==> config.mk <==
export PLATFORM = sky130hd
export DESIGN_NAME = alu_cmd_sequencer
export DESIGN_NICKNAME = d
export VERILOG_FILES = /design/src/rtl/alu_cmd_sequencer.sv
export SDC_FILE = /design/constraint.sdc
export NUM_CORES = 1
export LEC_CHECK = 0
export CORE_ASPECT_RATIO = 0.75
export CORE_UTILIZATION = 45
export CTS_CLUSTER_DIAMETER = 80
export DETAILED_ROUTE_END_ITERATION = 7
export GPL_TIMING_DRIVEN = 0
export PLACE_DENSITY = 0.71
export SETUP_SLACK_MARGIN = 0.5
export SYNTH_ARGS = -nofsm -noshare
export SYNTH_HDL_FRONTEND = slang
export SYNTH_SLANG_ARGS = --single-unit
==> constraint.sdc <==
create_clock -name clk_i -period 5.5 [get_ports clk_i]
set_clock_uncertainty 0.2 [all_clocks]
set_input_delay 1.1 -clock clk_i [delete_from_list [all_inputs] [get_ports clk_i]]
set_output_delay 1.1 -clock clk_i [all_outputs]
set_load 0.03 [all_outputs]
==> src/rtl/alu_cmd_sequencer.sv <==
// Command sequencer for the ALU_J datapath. Each accepted command takes four cycles:
// IDLE (accept) -> LOAD (read operands) -> EXEC (drive ALU, capture) -> WB (write back).
module alu_cmd_sequencer #(
  parameter int unsigned DataWidth     = 8,
  parameter int unsigned NumOpCodeBits = 5,
  parameter int unsigned ParamBits     = 8,
  parameter int unsigned NumStatusBits = 3,
  parameter int unsigned NumRegs       = 4,
  localparam int unsigned RegAddrBits  = $clog2(NumRegs)
) (
  input  logic                     clk_i,
  input  logic                     rst_i,
  input  logic                     cmd_valid_i,
  output logic                     cmd_ready_o,
  input  logic [NumOpCodeBits-1:0] cmd_opcode_i,
  input  logic [RegAddrBits-1:0]   cmd_src1_i,
  input  logic [RegAddrBits-1:0]   cmd_src2_i,
  input  logic [RegAddrBits-1:0]   cmd_dst_i,
  input  logic [ParamBits-1:0]     cmd_param_i,
  output logic [NumOpCodeBits-1:0] alu_opcode_o,
  output logic [DataWidth-1:0]     alu_operand1_o,
  output logic [DataWidth-1:0]     alu_operand2_o,
  output logic [ParamBits-1:0]     alu_param_o,
  input  logic [DataWidth-1:0]     alu_result_i,
  input  logic [NumStatusBits-1:0] alu_status_i,
  output logic                     done_o,
  output logic [NumStatusBits-1:0] flags_o,
  input  logic [RegAddrBits-1:0]   rd_addr_i,
  output logic [DataWidth-1:0]     rd_data_o
);

  localparam logic [NumOpCodeBits-1:0] OpNop = '0;
  localparam logic [NumOpCodeBits-1:0] OpVal = NumOpCodeBits'(8);

  typedef enum logic [1:0] {StIdle, StLoad, StExec, StWb} state_e;

  state_e state_q, state_d;

  logic [NumOpCodeBits-1:0] op_q;
  logic [RegAddrBits-1:0]   src1_q, src2_q, dst_q;
  logic [ParamBits-1:0]     param_q;
  logic [DataWidth-1:0]     opnd1_q, opnd2_q;
  logic [DataWidth-1:0]     res_q;
  logic [NumStatusBits-1:0] stat_q;
  logic [NumStatusBits-1:0] flags_q;
  logic [DataWidth-1:0]     regs_q [NumRegs];
  logic                     done_q;

  // State register.
  always_ff @(posedge clk_i) begin
    if (rst_i) begin
      state_q <= StIdle;
    end else begin
      state_q <= state_d;
    end
  end

  // Next-state logic: fixed four-cycle walk once a command is accepted.
  always_comb begin
    state_d = state_q;
    unique case (state_q)
      StIdle:  if (cmd_valid_i) state_d = StLoad;
      StLoad:  state_d = StExec;
      StExec:  state_d = StWb;
      StWb:    state_d = StIdle;
      default: state_d = StIdle;
    endcase
  end

  // Datapath: command latch, operand fetch, result capture, write-back and done pulse.
  always_ff @(posedge clk_i) begin
    if (rst_i) begin
      op_q    <= OpNop;
      src1_q  <= '0;
      src2_q  <= '0;
      dst_q   <= '0;
      param_q <= '0;
      opnd1_q <= '0;
      opnd2_q <= '0;
      res_q   <= '0;
      stat_q  <= '0;
      flags_q <= '0;
      done_q  <= 1'b0;
      for (int i = 0; i < NumRegs; i++) begin
        regs_q[i] <= '0;
      end
    end else begin
      // done is registered so it appears in the cycle after the write-back edge.
      done_q <= (state_q == StWb);
      unique case (state_q)
        StIdle: begin
          if (cmd_valid_i) begin
            // Illegal opcodes are folded to NOP at accept time.
            op_q    <= (cmd_opcode_i > OpVal) ? OpNop : cmd_opcode_i;
            src1_q  <= cmd_src1_i;
            src2_q  <= cmd_src2_i;
            dst_q   <= cmd_dst_i;
            param_q <= cmd_param_i;
          end
        end
        StLoad: begin
          opnd1_q <= regs_q[src1_q];
          opnd2_q <= regs_q[src2_q];
        end
        StExec: begin
          res_q  <= alu_result_i;
          stat_q <= alu_status_i;
        end
        StWb: begin
          if (op_q != OpNop) begin
            regs_q[dst_q] <= res_q;
            flags_q       <= stat_q;
          end
        end
        default: begin
        end
      endcase
    end
  end

  // Outputs: ALU is fed only while a command is in flight; operands become valid after LOAD.
  always_comb begin
    cmd_ready_o    = (state_q == StIdle);
    alu_opcode_o   = '0;
    alu_param_o    = '0;
    alu_operand1_o = '0;
    alu_operand2_o = '0;
    if (state_q != StIdle) begin
      alu_opcode_o = op_q;
      alu_param_o  = param_q;
    end
    if (state_q == StExec || state_q == StWb) begin
      alu_operand1_o = opnd1_q;
      alu_operand2_o = opnd2_q;
    end
    done_o    = done_q;
    flags_o   = flags_q;
    rd_data_o = regs_q[rd_addr_i];
  end

endmodule

==> metrics <==
VDD IR max=0.228 mV; Die X=111 um; FF-to-FF path depth=8; clk buf depth=2; Post-Syn Area per Cell=11.3 um2; number of synthesized flops with an enable pin=32; Gate power share=0.293; initial antenna violation count=0; row cnt=29; Ant. Diodes=0; gr busiest metal=met2; met1 GRT Util=0.292; Synth Flop Type=dfxtp_1; top achievable clock speed=246 MHz; die footprint=9310 um2; Setup WS pre-CTS=1.64 ns; GPL Wtd Cong=0.812; post-route minimum period=4.06 ns; post_cts resized=0; DPL Wire Length=7040 um; setup TNS=0 ns; Final Power=2.02 mW; Clock Power Share=0.316; largest net degree at the start of global routing=15; Synth Instances=354; # Max-Cap Violations=0; max_slew headroom=0.525; worst slew pin tran=0.711 ns; RR Endpoint=param_q[1]; CTS Buf Count=9; Syn Nets=393; synth unique cells=32; switching fraction of total power=0.317; mapped cell area=4020 um2; count of final setup violators=0; Synth top area share=0.259; flop2flop setup slack=2.96 ns; final hold vios=0; Clock Sinks=84; status=complete, but fails checks; Critical R2R Launch=state_q[1]; io pins=77; Hold WC Path Type=flip-flop to flip-flop; post-DR wirelength/cell=16.9 um; Int Power=1.38 mW; final max-slew violation count=0; GRT Residual Overflow=0; Min Hold Slack=0.248 ns; vias=2,945; first-pass GRT wire length=15,200 um; fin crit share=0.738; failing checks=DRC; fraction of layout cells with a size suffix above 1=0.124; port bufs=74; Clk pin slew, worst setup/hold paths=0.06 ns; # hold bufs at CTS=0; endpoint class of the critical path=output pin; Die Span Y=83.8 um; number of nets with antenna violations after routing=0; Switching Power=0.641 mW; final WL=9320 um; Net count, final=478; WHS Path Cells=2; Worst-Skew Late Latency=0.34 ns; Initial Util=0.469; Leak=1.89 nW; post-CTS setup buffer count=0; count leader, synth=dfxtp_1; TritonCTS clock tree=done; met2 GRT Util=0.332; Critical Path Start Type=flip-flop; crit path DAT=2.76 ns; GR Layer Usage met3=0.0523; unrepaired setup endpoints after global routing=no; PD cells=388 nW/um2; non-filler instance count after layout=552; Worst Hold End=param_q[2]; CP Max Fanout=10; largest cells by area after synthesis=dfxtp_1, edfxtp_1, mux4_2; area grow syn2layout=29.7%; synth cell count leaders=dfxtp_1, and2_1, nor2_1; Core Region=8560 um2; final setup margin=1.44 ns; critical path class=flip-flop to output pin; Seq pwr share=0.390; # fillers=684; Synth async-reset ratio=0; H-tree levels=3; DR DRC count=11; routed vias/inst=5.34; yosys warns=0; DP Cell Count=536; leading area contributor after synthesis=dfxtp_1; post-synthesis register bit count=84; DRT Pass-1 Iters=7; Hold Path Origin=param_q[2]; GRT Util Overall=0.214; Critical Path RT=4.20 ns; Seq/Total Area, Yosys=0.498; root buffer cell=clkbuf_16; vias in the first global route=2,912; initial DRC count=222
## power groups by stage
stage          clock network, mW  logic [mW]  registers (mW)
6_report                   0.639       0.593           0.789
5_1_grt                    0.677       0.649           0.800
4_1_cts                    0.649       0.598           0.789
3_5_place_dp                   0       0.593           0.801
3_3_place_gp                   0       0.575           0.797
2_1_floorplan                  0       0.423           0.782
## layer usage
| layer | part of all wire | up-vias |
|---|---|---|
| li1 | - | 1424 |
| met1 | 0.46 | 1382 |
| met2 | 0.47 | 122 |
| met3 | 0.062 | 17 |
| met4 | 0.016 | 0 |
| met5 | 0 | - |
## sequential cells by signal (all words and copies together), names as in the netlist
| register | flops |
|---|---|
| opnd2_q | 8 |
| res_q | 8 |
| state_q | 2 |
| src2_q | 2 |
| flags_o | 3 |
| opnd1_q | 8 |
| dst_q | 2 |
| src1_q | 2 |
| done_o | 1 |
| regs_q | 32 |
| op_q | 5 |
| stat_q | 3 |
| param_q | 8 |
## logic make-up (layout without fill, tap and decap cells)
| logic type | count (synthesis) | count (layout) | share of synthesized area |
|---|---|---|---|
| flops | 84 | 84 | 0.498 |
| mux | 52 | 52 | 0.204 |
| buf+inv | 31 | 121 | 0.0327 |
| simple gates | 153 | 153 | 0.201 |
| compound gates | 30 | 30 | 0.0511 |
| fa+ha+maj | 4 | 4 | 0.0125 |
## per-stage QoR
stage,area (um2),utilization
finish,5210,0.608
global route,5210,0.608
CTS,5210,0.608
detailed placement,4890,0.571
global placement,4890,0.571
floorplan,4020,-
## worst max-delay path, cell delays in order, from the launching register on
cell,delay [ns]
dfxtp_1,0.47
clkbuf_1,0.32
inv_1,0.11
ha_1,0.20
buf_2,0.19
clkbuf_1,0.25
nor2b_1,0.19
clkdlybuf4s50_1,0.69
## cell usage in the layout (no fill, tap or decap), drive strengths merged, types with 7 or more instances in the layout
cell type      Yosys  routed
a21oi             17      17
dfxtp             52      52
buf               15      15
clkbuf            11      21
and2              47      47
mux2i             28      28
clkdlybuf4s50      0      74
mux4              24      24
nor3               7       7
edfxtp            32      32
nand2             34      34
nor2b             14      14
nor2              35      35
## layout make-up
type / instances / area, um2 / area share
multi-input cells: 239 / 1880 / 0.361
clock buffers: 10 / 229 / 0.0439
inverters: 5 / 18.8 / 0.00360
well taps: 108 / 135 / 0.0259
flip-flops and latches: 84 / 2000 / 0.384
clock inverters: 6 / 88.8 / 0.0171
plain buffers: 26 / 113 / 0.0216
repair buffers: 74 / 741 / 0.142
## how the worst max path moves through the flow
stage	start	endpoint	slack, ns	depth (start not counted)
CTS	state_q[1]	alu_opcode_o[0]	1.39	7
global placement	rd_addr_i[0]	rd_data_o[4]	1.67	3
floorplan	rd_addr_i[0]	rd_data_o[0]	2.24	2
finish	state_q[1]	alu_opcode_o[0]	1.44	7
global route	state_q[1]	alu_opcode_o[1]	1.24	7
detailed placement	rd_addr_i[0]	rd_data_o[4]	1.64	3
No activity file was read; power rests on OpenSTA's default activity.
